[src/rtl/fft_to_bram_pkg.sv]
// Shared FFT stream constants: frame length, tdata field positions, and per-beat frame flags.
// Also used by the BRAM-to-FFT sender, so the field layout stays the same on both sides.
package fft_to_bram_pkg;

    localparam int LOG2_N_DEF = 12;
    localparam int FRAME_LEN  = 1 << LOG2_N_DEF;
    localparam int OUT_W_DEF  = 16;

    localparam int TDATA_W = 32;
    localparam int RE_LSB  = 0;
    localparam int RE_MSB  = 15;
    localparam int IM_LSB  = 16;
    localparam int IM_MSB  = 31;

    typedef struct packed {
        logic done;
        logic missing;
        logic unexpected;
    } frame_flags_t;

endpackage

[src/rtl/fft_to_bram_if.sv]
// FFT AXI-stream input plus BRAM write port. The slave side is the converter; the master side is the FFT core and the BRAM.
// Stream flow control: fft_tready is driven by the converter and follows enable.
interface fft_to_bram_if
    import fft_to_bram_pkg::*;
#(
    parameter int LOG2_N = LOG2_N_DEF,
    parameter int OUT_W  = OUT_W_DEF
);

    logic [TDATA_W-1:0] fft_tdata;
    logic               fft_tvalid;
    logic               fft_tlast;
    logic               fft_tready;
    logic               enable;
    logic [LOG2_N-1:0]  addr;
    logic [OUT_W-1:0]   wdata;
    logic               we;
    logic               frame_done;
    logic               last_missing;
    logic               last_unexpected;
    logic [7:0]         frame_count;

    modport slave (
        input  fft_tdata, fft_tvalid, fft_tlast, enable,
        output fft_tready, addr, wdata, we, frame_done, last_missing,
               last_unexpected, frame_count
    );

    modport master (
        output fft_tdata, fft_tvalid, fft_tlast, enable,
        input  fft_tready, addr, wdata, we, frame_done, last_missing,
               last_unexpected, frame_count
    );

endinterface

[src/rtl/fft_to_bram_cplx_power.sv]
// Two-stage pipelined re^2+im^2. Each result leaves with its tag 2 cycles after entry.
// Backpressure: none; the pipeline accepts a new input every cycle.
module fft_to_bram_cplx_power #(
    parameter int TAG_W = 1,
    parameter int OUT_W = 16
) (
    input  logic                clk,
    input  logic                rst,
    input  logic                i_vld,
    input  logic signed [15:0]  i_re,
    input  logic signed [15:0]  i_im,
    input  logic [TAG_W-1:0]    i_tag,
    output logic                o_vld,
    output logic [OUT_W-1:0]    o_pwr,
    output logic [TAG_W-1:0]    o_tag
);

    logic signed [31:0] w_re_x;
    logic signed [31:0] w_im_x;

    logic               r_s1_vld;
    logic [31:0]        r_re_sq;
    logic [31:0]        r_im_sq;
    logic [TAG_W-1:0]   r_s1_tag;

    logic               r_s2_vld;
    logic [OUT_W-1:0]   r_pwr;
    logic [TAG_W-1:0]   r_s2_tag;

    assign w_re_x = 32'(i_re);
    assign w_im_x = 32'(i_im);

    always_ff @(posedge clk or posedge rst) begin
        if (rst) begin
            r_s1_vld <= 1'b0;
            r_re_sq  <= '0;
            r_im_sq  <= '0;
            r_s1_tag <= '0;
        end else begin
            r_s1_vld <= i_vld;
            if (i_vld) begin
                r_re_sq  <= $unsigned(w_re_x * w_re_x);
                r_im_sq  <= $unsigned(w_im_x * w_im_x);
                r_s1_tag <= i_tag;
            end
        end
    end

    // Each square is at most 2^30, so the 32-bit sum cannot overflow; keep only the top OUT_W bits.
    always_ff @(posedge clk or posedge rst) begin
        if (rst) begin
            r_s2_vld <= 1'b0;
            r_pwr    <= '0;
            r_s2_tag <= '0;
        end else begin
            r_s2_vld <= r_s1_vld;
            if (r_s1_vld) begin
                r_pwr    <= OUT_W'((r_re_sq + r_im_sq) >> (32 - OUT_W));
                r_s2_tag <= r_s1_tag;
            end
        end
    end

    assign o_vld = r_s2_vld;
    assign o_pwr = r_pwr;
    assign o_tag = r_s2_tag;

endmodule

[src/rtl/fft_to_bram.sv]
// Writes FFT bins to BRAM as scaled power, checks frame length against tlast, and counts frames.
// Latency: accept to we is 2 cycles. Backpressure: fft_tready = enable; writes already in flight always finish.
module fft_to_bram
    import fft_to_bram_pkg::*;
#(
    parameter int LOG2_N = LOG2_N_DEF,
    parameter int OUT_W  = OUT_W_DEF
) (
    input  logic          clk,
    input  logic          rst,
    fft_to_bram_if.slave  io_bus
);

    localparam int FLAG_W = $bits(frame_flags_t);
    localparam int TAG_W  = LOG2_N + FLAG_W;

    logic               w_ready;
    logic               w_accept;
    logic               w_at_last;
    frame_flags_t       w_flags;
    logic [TAG_W-1:0]   w_tag;

    logic               w_out_vld;
    logic [OUT_W-1:0]   w_out_pwr;
    logic [TAG_W-1:0]   w_out_tag;
    frame_flags_t       w_out_flags;

    logic [LOG2_N-1:0]  r_bin;
    logic               r_done_s1;
    logic [7:0]         r_frame_count;

    assign w_ready   = io_bus.enable & ~rst;
    assign w_accept  = io_bus.fft_tvalid & w_ready;
    assign w_at_last = (r_bin == '1);

    // The frame ends at whichever comes first: bin N-1 or tlast.
    always_comb begin
        w_flags            = '0;
        w_flags.done       = w_at_last | io_bus.fft_tlast;
        w_flags.missing    = w_at_last & ~io_bus.fft_tlast;
        w_flags.unexpected = ~w_at_last & io_bus.fft_tlast;
    end

    assign w_tag = {r_bin, w_flags};

    always_ff @(posedge clk or posedge rst) begin
        if (rst) begin
            r_bin <= '0;
        end else if (w_accept) begin
            r_bin <= w_flags.done ? '0 : r_bin + LOG2_N'(1);
        end
    end

    // frame_count steps on the same edge that raises we for the frame's last beat.
    always_ff @(posedge clk or posedge rst) begin
        if (rst) begin
            r_done_s1     <= 1'b0;
            r_frame_count <= '0;
        end else begin
            r_done_s1 <= w_accept & w_flags.done;
            if (r_done_s1) begin
                r_frame_count <= r_frame_count + 8'd1;
            end
        end
    end

    fft_to_bram_cplx_power #(
        .TAG_W (TAG_W),
        .OUT_W (OUT_W)
    ) u_cplx_power (
        .clk   (clk),
        .rst   (rst),
        .i_vld (w_accept),
        .i_re  (io_bus.fft_tdata[RE_MSB:RE_LSB]),
        .i_im  (io_bus.fft_tdata[IM_MSB:IM_LSB]),
        .i_tag (w_tag),
        .o_vld (w_out_vld),
        .o_pwr (w_out_pwr),
        .o_tag (w_out_tag)
    );

    assign w_out_flags = frame_flags_t'(w_out_tag[FLAG_W-1:0]);

    assign io_bus.fft_tready      = w_ready;
    assign io_bus.we              = w_out_vld;
    assign io_bus.addr            = w_out_tag[TAG_W-1 -: LOG2_N];
    assign io_bus.wdata           = w_out_pwr;
    assign io_bus.frame_done      = w_out_vld & w_out_flags.done;
    assign io_bus.last_missing    = w_out_vld & w_out_flags.missing;
    assign io_bus.last_unexpected = w_out_vld & w_out_flags.unexpected;
    assign io_bus.frame_count     = r_frame_count;

endmodule

[src/flat_wrapper.sv]
// flat-port wrapper written by rule: the top's interface ports become plain ports
module fft_to_bram_flat import fft_to_bram_pkg::*;
#(
    parameter int LOG2_N = LOG2_N_DEF,
    parameter int OUT_W  = OUT_W_DEF
)
  (clk, rst, io_bus_fft_tdata, io_bus_fft_tvalid, io_bus_fft_tlast, io_bus_enable, io_bus_fft_tready, io_bus_addr, io_bus_wdata, io_bus_we, io_bus_frame_done, io_bus_last_missing, io_bus_last_unexpected, io_bus_frame_count);
  fft_to_bram_if #(.LOG2_N(LOG2_N), .OUT_W(OUT_W)) io_bus_i ();
  input  logic clk;
  input  logic rst;
  input wire logic [$bits(io_bus_i.fft_tdata)-1:0] io_bus_fft_tdata;
  input wire logic [$bits(io_bus_i.fft_tvalid)-1:0] io_bus_fft_tvalid;
  input wire logic [$bits(io_bus_i.fft_tlast)-1:0] io_bus_fft_tlast;
  input wire logic [$bits(io_bus_i.enable)-1:0] io_bus_enable;
  output wire logic [$bits(io_bus_i.fft_tready)-1:0] io_bus_fft_tready;
  output wire logic [$bits(io_bus_i.addr)-1:0] io_bus_addr;
  output wire logic [$bits(io_bus_i.wdata)-1:0] io_bus_wdata;
  output wire logic [$bits(io_bus_i.we)-1:0] io_bus_we;
  output wire logic [$bits(io_bus_i.frame_done)-1:0] io_bus_frame_done;
  output wire logic [$bits(io_bus_i.last_missing)-1:0] io_bus_last_missing;
  output wire logic [$bits(io_bus_i.last_unexpected)-1:0] io_bus_last_unexpected;
  output wire logic [$bits(io_bus_i.frame_count)-1:0] io_bus_frame_count;
  assign io_bus_i.fft_tdata = io_bus_fft_tdata;
  assign io_bus_i.fft_tvalid = io_bus_fft_tvalid;
  assign io_bus_i.fft_tlast = io_bus_fft_tlast;
  assign io_bus_i.enable = io_bus_enable;
  assign io_bus_fft_tready = io_bus_i.fft_tready;
  assign io_bus_addr = io_bus_i.addr;
  assign io_bus_wdata = io_bus_i.wdata;
  assign io_bus_we = io_bus_i.we;
  assign io_bus_frame_done = io_bus_i.frame_done;
  assign io_bus_last_missing = io_bus_i.last_missing;
  assign io_bus_last_unexpected = io_bus_i.last_unexpected;
  assign io_bus_frame_count = io_bus_i.frame_count;
  fft_to_bram #(.LOG2_N(LOG2_N), .OUT_W(OUT_W)) u_core (.clk(clk), .rst(rst), .io_bus(io_bus_i));
endmodule
[config.mk]
export PLATFORM = sky130hd
export DESIGN_NAME = fft_to_bram_flat
export DESIGN_NICKNAME = d
export VERILOG_FILES = /design/src/rtl/fft_to_bram_pkg.sv /design/src/rtl/fft_to_bram_if.sv /design/src/rtl/fft_to_bram_cplx_power.sv /design/src/rtl/fft_to_bram.sv /design/src/flat_wrapper.sv
export SDC_FILE = /design/constraint.sdc
export NUM_CORES = 1
export LEC_CHECK = 0
export CAP_MARGIN = 10
export CORE_MARGIN = 10
export CORE_UTILIZATION = 55
export CTS_CLUSTER_SIZE = 8
export DETAILED_ROUTE_END_ITERATION = 10
export PLACE_DENSITY = 0.74
export SLEW_MARGIN = 20
export SYNTH_ARGS = -nofsm -noshare
export SYNTH_HDL_FRONTEND = slang
export SYNTH_SLANG_ARGS = --single-unit
[constraint.sdc]
create_clock -name clk -period 11 [get_ports clk]
set_clock_uncertainty 0.2 [all_clocks]
set_input_delay 2.2 -clock clk [delete_from_list [all_inputs] [get_ports clk]]
set_output_delay 2.2 -clock clk [all_outputs]
set_load 0.01 [all_outputs]
Yosys cells after proc, flatten, opt, wreduce, memory -nomap -nowiden
Index checks and enable logic that the tools add are counted.
{ "word_totals": {"ff_bits": 133, "latch_bits": 0, "mem_bits_rw": 0, "mem_bits_ro": 0, "wordCells": 29, "mem_count": 0} }
{ "op_classes": {"add_sub_neg": 3, "n_mul": 2, "div": 0, "order_cmp": 0, "n_eq_ne": 1, "shift": 0, "mux": 1, "n_bitwise": 12, "reduce_logical": 0} }
{ "ops": {"columns": ["cell", "n"], "rows": [
  ["multiplier 16 x 16 -> 32 bit", 2],
  ["adder 32 bit", 1],
  ["adder 12 x 1 -> 12 bit, second input constant", 1],
  ["== test 12 bit, second input constant", 1],
  ["two-way mux 12 bit", 1],
  ["adder 8 x 1 -> 8 bit, second input constant", 1],
  ["AND 1 bit", 8],
  ["NOT 1 bit", 3],
  ["bitwise OR 1 bit", 1]
]} }

Longest topological paths before layout
{ "logic_depth": {"ltp_word": 4, "ltp_mapped": 25, "ltp_nobuf": 24} }

Cells and area by module
From an unflattened synthesis, not the netlist that was laid out.
{ "hier_totals": {"cells_unflattened": 2468, "area_unflattened_um2": 23948.0} }
{ "modules_own_cells": {"columns": ["mod", "n_inst", "cells_per_inst", "area_per_inst_um2"], "rows": [
  ["fft_to_bram_cplx_power", 1, 2362, 22865.7],
  ["fft_to_bram", 1, 106, 1082.3]
]} }

Worst setup path before layout
Ideal clock, no wire load.
{ "synth_path": {"kind": "input to register", "from": "input io_bus_fft_tdata[21]", "to": "register u_core.u_cplx_power.r_im_sq[28]", "setup_time_ps": 133, "arrival_time_ps": 7809, "required_ps": 10667, "path_slack_ps": 2858, "path_stages": 22, "n_path_buf": 2, "path_cell_list": "clkbuf_1 clkbuf_1 nand2_1 fa_1 inv_1 fa_1 fa_1 fa_1 fa_1 inv_1 fa_1 inv_1 ha_1 a21oi_1 o21bai_1 a21oi_1 o21ai_0 a211o_1 a41o_1 a21oi_1 xor2_1 o21ai_0"} }
{ "synth_between": {"elab_chain_cells": 1} }
{ "synth_rtl": {"columns": ["element", "line", "source"], "rows": [
  ["start: declaration", "flat_wrapper.sv:11", "input wire logic [$bits(io_bus_i.fft_tdata)-1:0] io_bus_fft_tdata;"],
  ["multiplier 16 x 16 -> 32 bit", "fft_to_bram_cplx_power.sv:43", "r_im_sq <= $unsigned(w_im_x * w_im_x);"],
  ["end signal: assignment", "fft_to_bram_cplx_power.sv:43", null],
  ["end: declaration", "fft_to_bram_cplx_power.sv:23", "logic [31:0] r_im_sq;"]
]} }
Every way passes these cells.
A chain may end at the register's enable or synchronous reset.

Worst setup path in the final report
{ "layout_path": {"from": "input io_bus_fft_tdata[20]", "to": "register u_core.u_cplx_power.r_im_sq[29]"} }
Same word-level chain as after synthesis.

==> metrics.cfg <==
[timing]
slew-limit-headroom_pct=32.9
setup_repair_after_global_routing_missed_its_margin=no
final-setup-viol-count=0
final-hold-violation-count=0
final_min_period_over_clock_period_pct=83.7
slew_viol_final=0
finalSetupTns_ns=0
timing_worst_slew_pin_value_ns=1.00
max_freq_ghz=0.109
fin_crit_ns=9.21

[worst_setup_path]
crit_required_ns=11.07
timing.critical_path.slowest_stage_cell=sky130_fd_sc_hd__clkdlybuf4s50_1
slowest_stage_delay_cp_ns=0.90
setup.worst_path.class=primary input to flop
crit-reg2reg-launch=u_core.u_cplx_power.r_im_sq[16]
cpLargestDelayFamily=adder cells
critical_path.endpoint_type=flop
timing.critical_path.mode_cell=sky130_fd_sc_hd__fa_1
critPathBufInv=5
critical_path.startpoint=io_bus_fft_tdata[20]
crit_fanout=21
cp_cell_sequence=clkdlybuf4s50_1 -> and2_1 -> fa_1 -> inv_1 -> fa_1 -> fa_1 -> inv_1 -> fa_1 -> fa_1 -> inv_1 -> fa_1 -> inv_1 -> ha_1 -> and3_1 -> and2_1 -> nor3_1 -> o31ai_1 -> a221oi_2 -> o211ai_1 -> a31oi_1 -> xor2_1 -> o21ai_1
cp_data_arrival_time_ns=9.29
worst_setup_path_start_kind=primary input

[floorplanning]
dieHeight_um=228
io-pin-count=78
fp-row-count=76
fp.dieArea_um2=52000
initial_utilization_pct=55.4
core_um2=43000
floorplan.die.width_um=228

[detailed_routing]
dr.max_layer_used=met4
drtPass1Iterations=6
detail_route.vias_per_cell=5.24
routedWlPerCell_um=15.3
met3_wirelength_mm=1.80
detailroute.wirelength.met2_mm=25.3
drtIter0Drc=974
drt_wl_total_mm=48.5
met1Wirelength_mm=20.7
final_antenna_net_count=0
dr_total_vias=16538
drcViolationCount=0

[cts]
postCtsResizedCells=0
h_tree_levels=4
postCtsHoldBufs=0
cts-buffers-inserted=17
cts_root_buffer=sky130_fd_sc_hd__clkbuf_16
clk_slew_on_worst_s_h_paths_ns=0.06
clock_sink_total=129
maximum_root_to_sink_buffer_count=2
tritoncts=yes
worst_skew_pair.late_latency_ns=0.42
post_cts_setup_bufs=0

[placed_design]
finalWeightedCongestion=0.921
dpl_cell_area_um2=25000
post-place-cells=3127
place_hpwl_mm=40.7
count_of_port_buffers_added_during_placement=77

[final_layout]
layout.cells.most_common=sky130_fd_sc_hd__inv_1
design.final.nets=3279
drive_gt1_share_pct=4.08
layout.cells.non_filler=3159
antenna_diode_instance_count=0
area_growth_pct=7.34
finalInstanceArea_um2=25600
commonest_non_fill_non_tap_cells_in_the_layout=sky130_fd_sc_hd__inv_1, sky130_fd_sc_hd__fa_1, sky130_fd_sc_hd__nand2_1, sky130_fd_sc_hd__ha_1, sky130_fd_sc_hd__dfrtp_1

[synthesis]
synth_edf_count=0
synth.yosys.warnings=0
netlist.area_leader.share_pct=39.3
synth_area_leaders=sky130_fd_sc_hd__fa_1, sky130_fd_sc_hd__dfrtp_1, sky130_fd_sc_hd__ha_1
asyncSetResetFlopFracSynth_pct=100
ys_types=70
synth_area_um2=23800
cell_accounting_for_the_most_synthesized_area=sky130_fd_sc_hd__fa_1
yosysSeqAreaShare_pct=13.6
syn_nets=3255
syn-instance-count=2537
yosys_most_used_dff=sky130_fd_sc_hd__dfrtp_1
yosys_register_bits=129
syn-mean-instance-area_um2=9.39

[grt]
grt_first_pass_wirelength_mm=85.1
via_count_of_the_first_global_routing_pass=18356
grt_use_total_pct=19.5
grt_max_degree=75
antenna_found_initial=0
global_route.overflow_total=0

[outcome]
run_status=finished, final reports clean

[run]
number_of_max_cap_violations=0

[hold_path]
worstHoldStart=u_core.io_bus.frame_count[7]
worst_hold_path_type=flop to flop

-- path summary, 6_finish.rpt --
kind | endpoint | slack, ns | cells after the start
worst max-delay path | u_core.u_cplx_power.r_im_sq[29] | 1.79 | 22
worst min-delay path | u_core.io_bus.frame_count[7] | 0.28 | 1
worst max register to register | u_core.u_cplx_power.o_pwr[14] | 7.88 | 9
worst min register to register | u_core.io_bus.frame_count[7] | 0.28 | 1
max in group asynchronous | u_core.u_cplx_power.r_re_sq[11] | 7.16 | 3
min in group asynchronous | u_core.u_cplx_power.o_tag[1] | 2.18 | 2
-- logic make-up after synthesis --
group,synth area share (%)
adder cells (fa/ha/maj),50.5
flip-flops,13.6
XOR/XNOR,4.12
AO/OA/AOI/OAI,7.70
multiplexers,1.36
AND/OR/NAND/NOR,11.0
buffers and inverters,11.7
-- routing by layer --
metal	track usage [%]	vias up
li1	-	7700
met1	24.7	8480
met2	35.1	296
met3	2.59	62
met4	3.67	0
met5	0	-
-- layout make-up --
type | instances | area, µm²
timing repair buffer | 87 | 846
sequential | 129 | 3230
multi-input combinational | 1683 | 17800
tap | 585 | 732
inverter | 643 | 2420
fill | 3700 | 17400
clock buffer | 18 | 429
clock inverter | 14 | 109
-- state kept, by name, indices dropped and copies added, names as in the netlist --
register                      cells
u_core.r_bin                     12
u_core.r_done_s1                  1
u_core.u_cplx_power.r_s1_vld      1
u_core.u_cplx_power.r_im_sq      30
u_core.u_cplx_power.o_vld         1
u_core.u_cplx_power.r_re_sq      30
u_core.u_cplx_power.r_s1_tag     15
u_core.u_cplx_power.o_pwr        16
u_core.io_bus.frame_count         8
u_core.u_cplx_power.o_tag        15
-- cell usage after synthesis (8+ instances only) --
cell type	instances
sky130_fd_sc_hd__o21ai_0	86
sky130_fd_sc_hd__xor2_1	37
sky130_fd_sc_hd__mux2_2	26
sky130_fd_sc_hd__nand3_1	22
sky130_fd_sc_hd__dfrtp_1	129
sky130_fd_sc_hd__fa_1	468
sky130_fd_sc_hd__nand4_1	12
sky130_fd_sc_hd__a31o_2	11
sky130_fd_sc_hd__a21o_1	35
sky130_fd_sc_hd__nor3_1	15
sky130_fd_sc_hd__inv_1	639
sky130_fd_sc_hd__ha_1	213
sky130_fd_sc_hd__o21bai_1	14
sky130_fd_sc_hd__nand2_1	280
sky130_fd_sc_hd__and2_1	80
sky130_fd_sc_hd__a211oi_1	8
sky130_fd_sc_hd__o21a_1	11
sky130_fd_sc_hd__clkbuf_1	59
sky130_fd_sc_hd__nand2b_1	12
sky130_fd_sc_hd__a21oi_1	60
sky130_fd_sc_hd__o31ai_1	9
sky130_fd_sc_hd__buf_4	12
sky130_fd_sc_hd__nor2b_1	10
sky130_fd_sc_hd__nor2_1	113
sky130_fd_sc_hd__xnor2_1	75
-- through the flow --
step           hold slack [ns]  setup slack (ns)  util (%)
2_1_floorplan            0.216              2.86         -
4_1_cts                  0.276              1.87      59.5
3_3_place_gp             0.254              1.70      58.2
6_report                 0.277              1.79      59.5
5_1_grt                  0.288              1.52      59.5
3_5_place_dp             0.263              1.51      58.2
Power is left out: the tool's default activity adds up to more than one toggle a clock period on the data nets, which glitch-free logic cannot reach.
